--- src/rtl/melody_sequencer.sv ---
// melody_sequencer: plays a host-written note list into the tone generator,
// inserting rests and inter-note gaps and re-arming tone between notes.
module melody_sequencer #(
    parameter int CLK_F = 48,
    parameter int DEPTH = 64,
    parameter int GAP_MS = 10,
    localparam int AW = $clog2(DEPTH)
) (
    input  logic          clk,
    input  logic          resetn,
    input  logic          wr_en,
    input  logic [AW-1:0] wr_addr,
    input  logic [31:0]   wr_data,
    input  logic          start,
    input  logic          stop,
    input  logic          loop,
    input  logic          tone_done,
    output logic [31:0]   duration,
    output logic [31:0]   freq,
    output logic          busy,
    output logic [AW-1:0] note_idx,
    output logic          finished
);
    localparam int TICK = CLK_F * 1000;
    localparam int CW = $clog2(TICK);
    typedef enum logic [2:0] {IDLE, FETCH, DECODE, PLAY, REST, GAP} state_t;
    state_t state;
    logic [31:0] mem [DEPTH];
    logic [31:0] rd_data;
    logic [CW-1:0] cyc;
    logic [15:0] ms, rest_len;
    logic tick_end, rest_end, gap_end, wrap;
    always_ff @(posedge clk) begin
        if (wr_en) mem[wr_addr] <= wr_data;
        rd_data <= mem[note_idx];
    end
    assign tick_end = cyc == CW'(TICK - 1);
    assign rest_end = tick_end && ms == rest_len - 16'd1;
    assign gap_end = GAP_MS == 0 || (tick_end && ms == 16'(GAP_MS - 1));
    assign wrap = loop && note_idx != '0;
    assign busy = state != IDLE;
    always_ff @(posedge clk or negedge resetn) begin
        if (!resetn) begin
            state <= IDLE;
            duration <= '0;
            freq <= '0;
            note_idx <= '0;
            finished <= 1'b0;
            cyc <= '0;
            ms <= '0;
            rest_len <= '0;
        end else begin
            finished <= 1'b0;
            cyc <= tick_end ? '0 : cyc + 1'b1;
            if (tick_end) ms <= ms + 16'd1;
            if (stop) begin
                state <= IDLE;
                duration <= '0;
                freq <= '0;
            end else begin
                case (state)
                    IDLE: if (start) begin
                        note_idx <= '0;
                        state <= FETCH;
                    end
                    FETCH: state <= DECODE;
                    DECODE: if (rd_data[15:0] == '0) begin
                        if (wrap) begin
                            note_idx <= '0;
                            state <= FETCH;
                        end else begin
                            finished <= 1'b1;
                            state <= IDLE;
                        end
                    end else if (rd_data[31:16] == '0) begin
                        cyc <= '0;
                        ms <= '0;
                        rest_len <= rd_data[15:0];
                        state <= REST;
                    end else begin
                        duration <= {16'd0, rd_data[15:0]};
                        freq <= {16'd0, rd_data[31:16]};
                        state <= PLAY;
                    end
                    PLAY: if (tone_done) begin
                        duration <= '0;
                        freq <= '0;
                        cyc <= '0;
                        ms <= '0;
                        state <= GAP;
                    end
                    REST: if (rest_end) begin
                        cyc <= '0;
                        ms <= '0;
                        state <= GAP;
                    end
                    GAP: if (gap_end) begin
                        if (note_idx != AW'(DEPTH - 1)) begin
                            note_idx <= note_idx + 1'b1;
                            state <= FETCH;
                        end else if (wrap) begin
                            note_idx <= '0;
                            state <= FETCH;
                        end else begin
                            finished <= 1'b1;
                            state <= IDLE;
                        end
                    end
                    default: state <= IDLE;
                endcase
            end
        end
    end
endmodule

--- config.mk ---
export PLATFORM = sky130hd
export DESIGN_NAME = melody_sequencer
export DESIGN_NICKNAME = d
export VERILOG_FILES = /design/src/rtl/melody_sequencer.sv
export SDC_FILE = /design/constraint.sdc
export NUM_CORES = 2
export LEC_CHECK = 0
export CAP_MARGIN = 20
export CORE_MARGIN = 2
export CORE_UTILIZATION = 45
export DETAILED_ROUTE_END_ITERATION = 10
export PLACE_DENSITY = 0.57
export SLEW_MARGIN = 10
export SYNTH_ARGS = -nofsm -noshare
export SYNTH_HDL_FRONTEND = slang
export SYNTH_SLANG_ARGS = --single-unit
--- constraint.sdc ---
create_clock -name clk -period 9.5 [get_ports clk]
set_clock_uncertainty 0.1 [all_clocks]
set_input_delay 0.95 -clock clk [delete_from_list [all_inputs] [get_ports clk]]
set_output_delay 0.95 -clock clk [all_outputs]
set_load 0.1 [all_outputs]
==> metrics <==
GP Congestion 0.750; critical path startpoint category flop; slew at the pin with the worst max-slew slack 1.11 ns; minimum clock period 4.63 ns; clock sink total 2170; CTS tree done; GRT overflow 0; Post-Synth XOR/XNOR Area 0.00495; DRC errors left 0; Pwr per Cell Area 216 nW/um^2; Global Route Usage Sum 0.226; design area 95200 sq um; clock transition at the registers of the reported paths 0.06 ns; Crit. End Element flop; Antenna Nets Post-Route 0; fin crit share 0.488; post-cts resize count 0; post-synthesis async set-or-reset flop share 0.0415; cell area after synthesis 83200 sq um; number of top-level pins 117; drt first pass iters 7; DP Cell Count 6039; relative slew slack 0.263; synthesis warning total 0; Hold Path Class primary input to flop; Post-Syn Instances 3572; via count of the first global-routing pass 38875; top achievable clock speed 0.216 GHz; RSZ-0062 raised after global routing false; fillers 14176; Vias/cell 5.95; worst endpoint required time 10.05 ns; EDFF count, synth 2048; # H-tree levels 4; top cells by count, synth edfxtp_1 (2048), mux4_2 (640), clkbuf_1 (136); P&R area growth vs syn 14.4%; Setup TNS Final 0 ns; Core ar. 183000 sq um; Clock Tree Buf Depth 3; largest net degree at the start of global routing 128; ratio of cells with drive above 1 in the final layout 0.305; 1st-iter DRT viols 4706; final setup vio count 0; compound-cell area share of the yosys netlist 0.0134; Die Y-Extent 434 um; Peak VDD IR 205 uV; Primary FF master, synth edfxtp_1; Synth area leader edfxtp_1; most common cell in the netlist edfxtp_1; row count 157; P_leak 0.0292 uW; adder-cell share of the synthesized area 0.000903; status finished, final reports clean; Seq/Total Area, Yosys 0.774; Yosys cell types 62; Post-CTS Setup Inserts 0; Fin. Hold Viols 0; wire length per cell 32.5 um; Worst Path Arrival 5.18 ns; die width 434 um; Post-Synth Simple-Gate Area 0.0183; Max Cap Viol 0; Yosys top cell area share 0.740; Area after DPL 87500 sq um; global-route wire length before repair 296000 um; hpwl dp 106000 um; total power after layout 20500 uW; mean post-synth cell area 23.3 sq um; die area 188000 sq um; top post-synthesis cells by area edfxtp_1 (74%), mux4_2 (17%), dfrtp_1 (2.7%); #FFs+latches synth 2170; Post-Route WL 210000 um; later-pin clock latency in the skew report 0.87 ns; starting density of the core 0.454; vias 38512; largest family of logic cells by synthesized area multiplexers; Root Driver clkbuf_16; WS Path Type flop to flop; initial antenna violation count 22; nets 3873; mux cell area share after synthesis 0.176; Slew Limit Fails 0; CTS Buf Count 217; IO Port Bufs 84; crit-path max FO 43; Finished Layout Cells 6477
-- worst max-delay path, stage by stage (launching register included) --
cell	delay, ns
dfrtp_4	0.79
buf_4	0.70
buf_4	0.80
mux4_2	0.60
mux4_2	0.50
a22oi_1	0.58
nand2_1	0.25
-- area by class of cell --
cell class	instances	area, sq um	area share
well taps	2464	3080	0.0324
diodes	3	7.51	0.0000789
clock inverters	114	1230	0.0130
repair buffers	217	2130	0.0224
clock buffers	293	5870	0.0616
multi-input cells	1200	18400	0.193
inverters	16	67.6	0.000710
flip-flops and latches	2170	64400	0.677
-- layer usage --
metal  global-route usage  vias to the layer above  routed length [um]
met5                    0                        -                  41
met4               0.0568                        6                4310
met3               0.0425                      301               16000
met2                0.366                     1482              104000
met1                0.320                    21013               86200
li1                     -                    15710                   -
-- sequential cells by signal, summed over array words and instances, names as in the netlist --
signal / count
cyc: 16
mem: 2048
note_idx: 6
finished: 1
freq: 16
state: 3
rest_len: 16
rd_data: 32
ms: 16
duration: 16
-- stage by stage --
step	hold WS, ns	utilization	worst slack [ns]
finish	0.356	0.519	4.87
CTS	0.397	0.516	4.66
global route	0.321	0.519	4.53
global placement	0.363	0.477	4.65
detailed placement	0.374	0.477	4.67
floorplan	0.350	-	5.83
-- final timing paths --
kind,startpoint,to,slack (ns),depth (start not counted)
worst max-delay path,note_idx[0]$_DFFE_PN0P_,rd_data[31]$_DFF_P_,4.87,6
worst min-delay path,wr_data[24],mem[10][24]$_DFFE_PP_,0.36,1
worst max register to register,note_idx[0]$_DFFE_PN0P_,rd_data[31]$_DFF_P_,4.87,6
worst min register to register,duration[3]$_DFFE_PN0P_,duration[3]$_DFFE_PN0P_,0.40,1
max in group asynchronous,resetn,note_idx[1]$_DFFE_PN0P_,7.64,3
min in group asynchronous,resetn,freq[13]$_DFFE_PN0P_,0.52,2
-- cells by family after synthesis --
| logic type | after synthesis |
|---|---|
| adder cells (fa/ha/maj) | 6 |
| flip-flops | 2170 |
| XOR/XNOR | 47 |
| AND/OR/NAND/NOR | 310 |
| other | 1 |
| buffers and inverters | 233 |
| multiplexers | 657 |
| AO/OA/AOI/OAI | 148 |
-- what timing repair did --
action / in CTS / in global routing
hold buffers: 1 / 0
setup endpoints to repair: 0 / 0
hold endpoints to repair: 39 / 0
-- cell usage in the layout, fill, tap and decap left out, types with 15 or more instances in the layout --
cell | synthesis | final
edfxtp_1 | 2048 | 2048
mux4_2 | 640 | 640
clkbuf_16 | 0 | 217
buf_4 | 32 | 100
dfrtp_1 | 90 | 87
nor2_4 | 0 | 66
a22oi_1 | 66 | 66
clkbuf_1 | 136 | 61
nand2_1 | 56 | 56
clkdlybuf4s50_1 | 0 | 51
clkinv_2 | 0 | 44
nor2_1 | 109 | 42
a22o_1 | 33 | 33
conb_1 | 1 | 32
dfxtp_1 | 32 | 32
nor3_1 | 32 | 31
clkinv_1 | 0 | 30
buf_2 | 1 | 30
buf_12 | 0 | 29
nand3_1 | 25 | 25
xnor2_1 | 24 | 24
xor2_1 | 23 | 23
mux2_2 | 17 | 17
inv_1 | 16 | 15
nor4_1 | 15 | 15
nand4_1 | 15 | 15
bufinv_16 | 0 | 15
clkbuf_8 | 2 | 15
-- power breakdown --
part	internal, uW	leakage [uW]	switching (uW)	total (uW)
sequential	10600	0.0199	166	10800
clock	4770	0.00344	3690	8460
combinational	498	0.00590	814	1310
total	15900	0.0292	4670	20500
(Power assumes the default switching activity.)
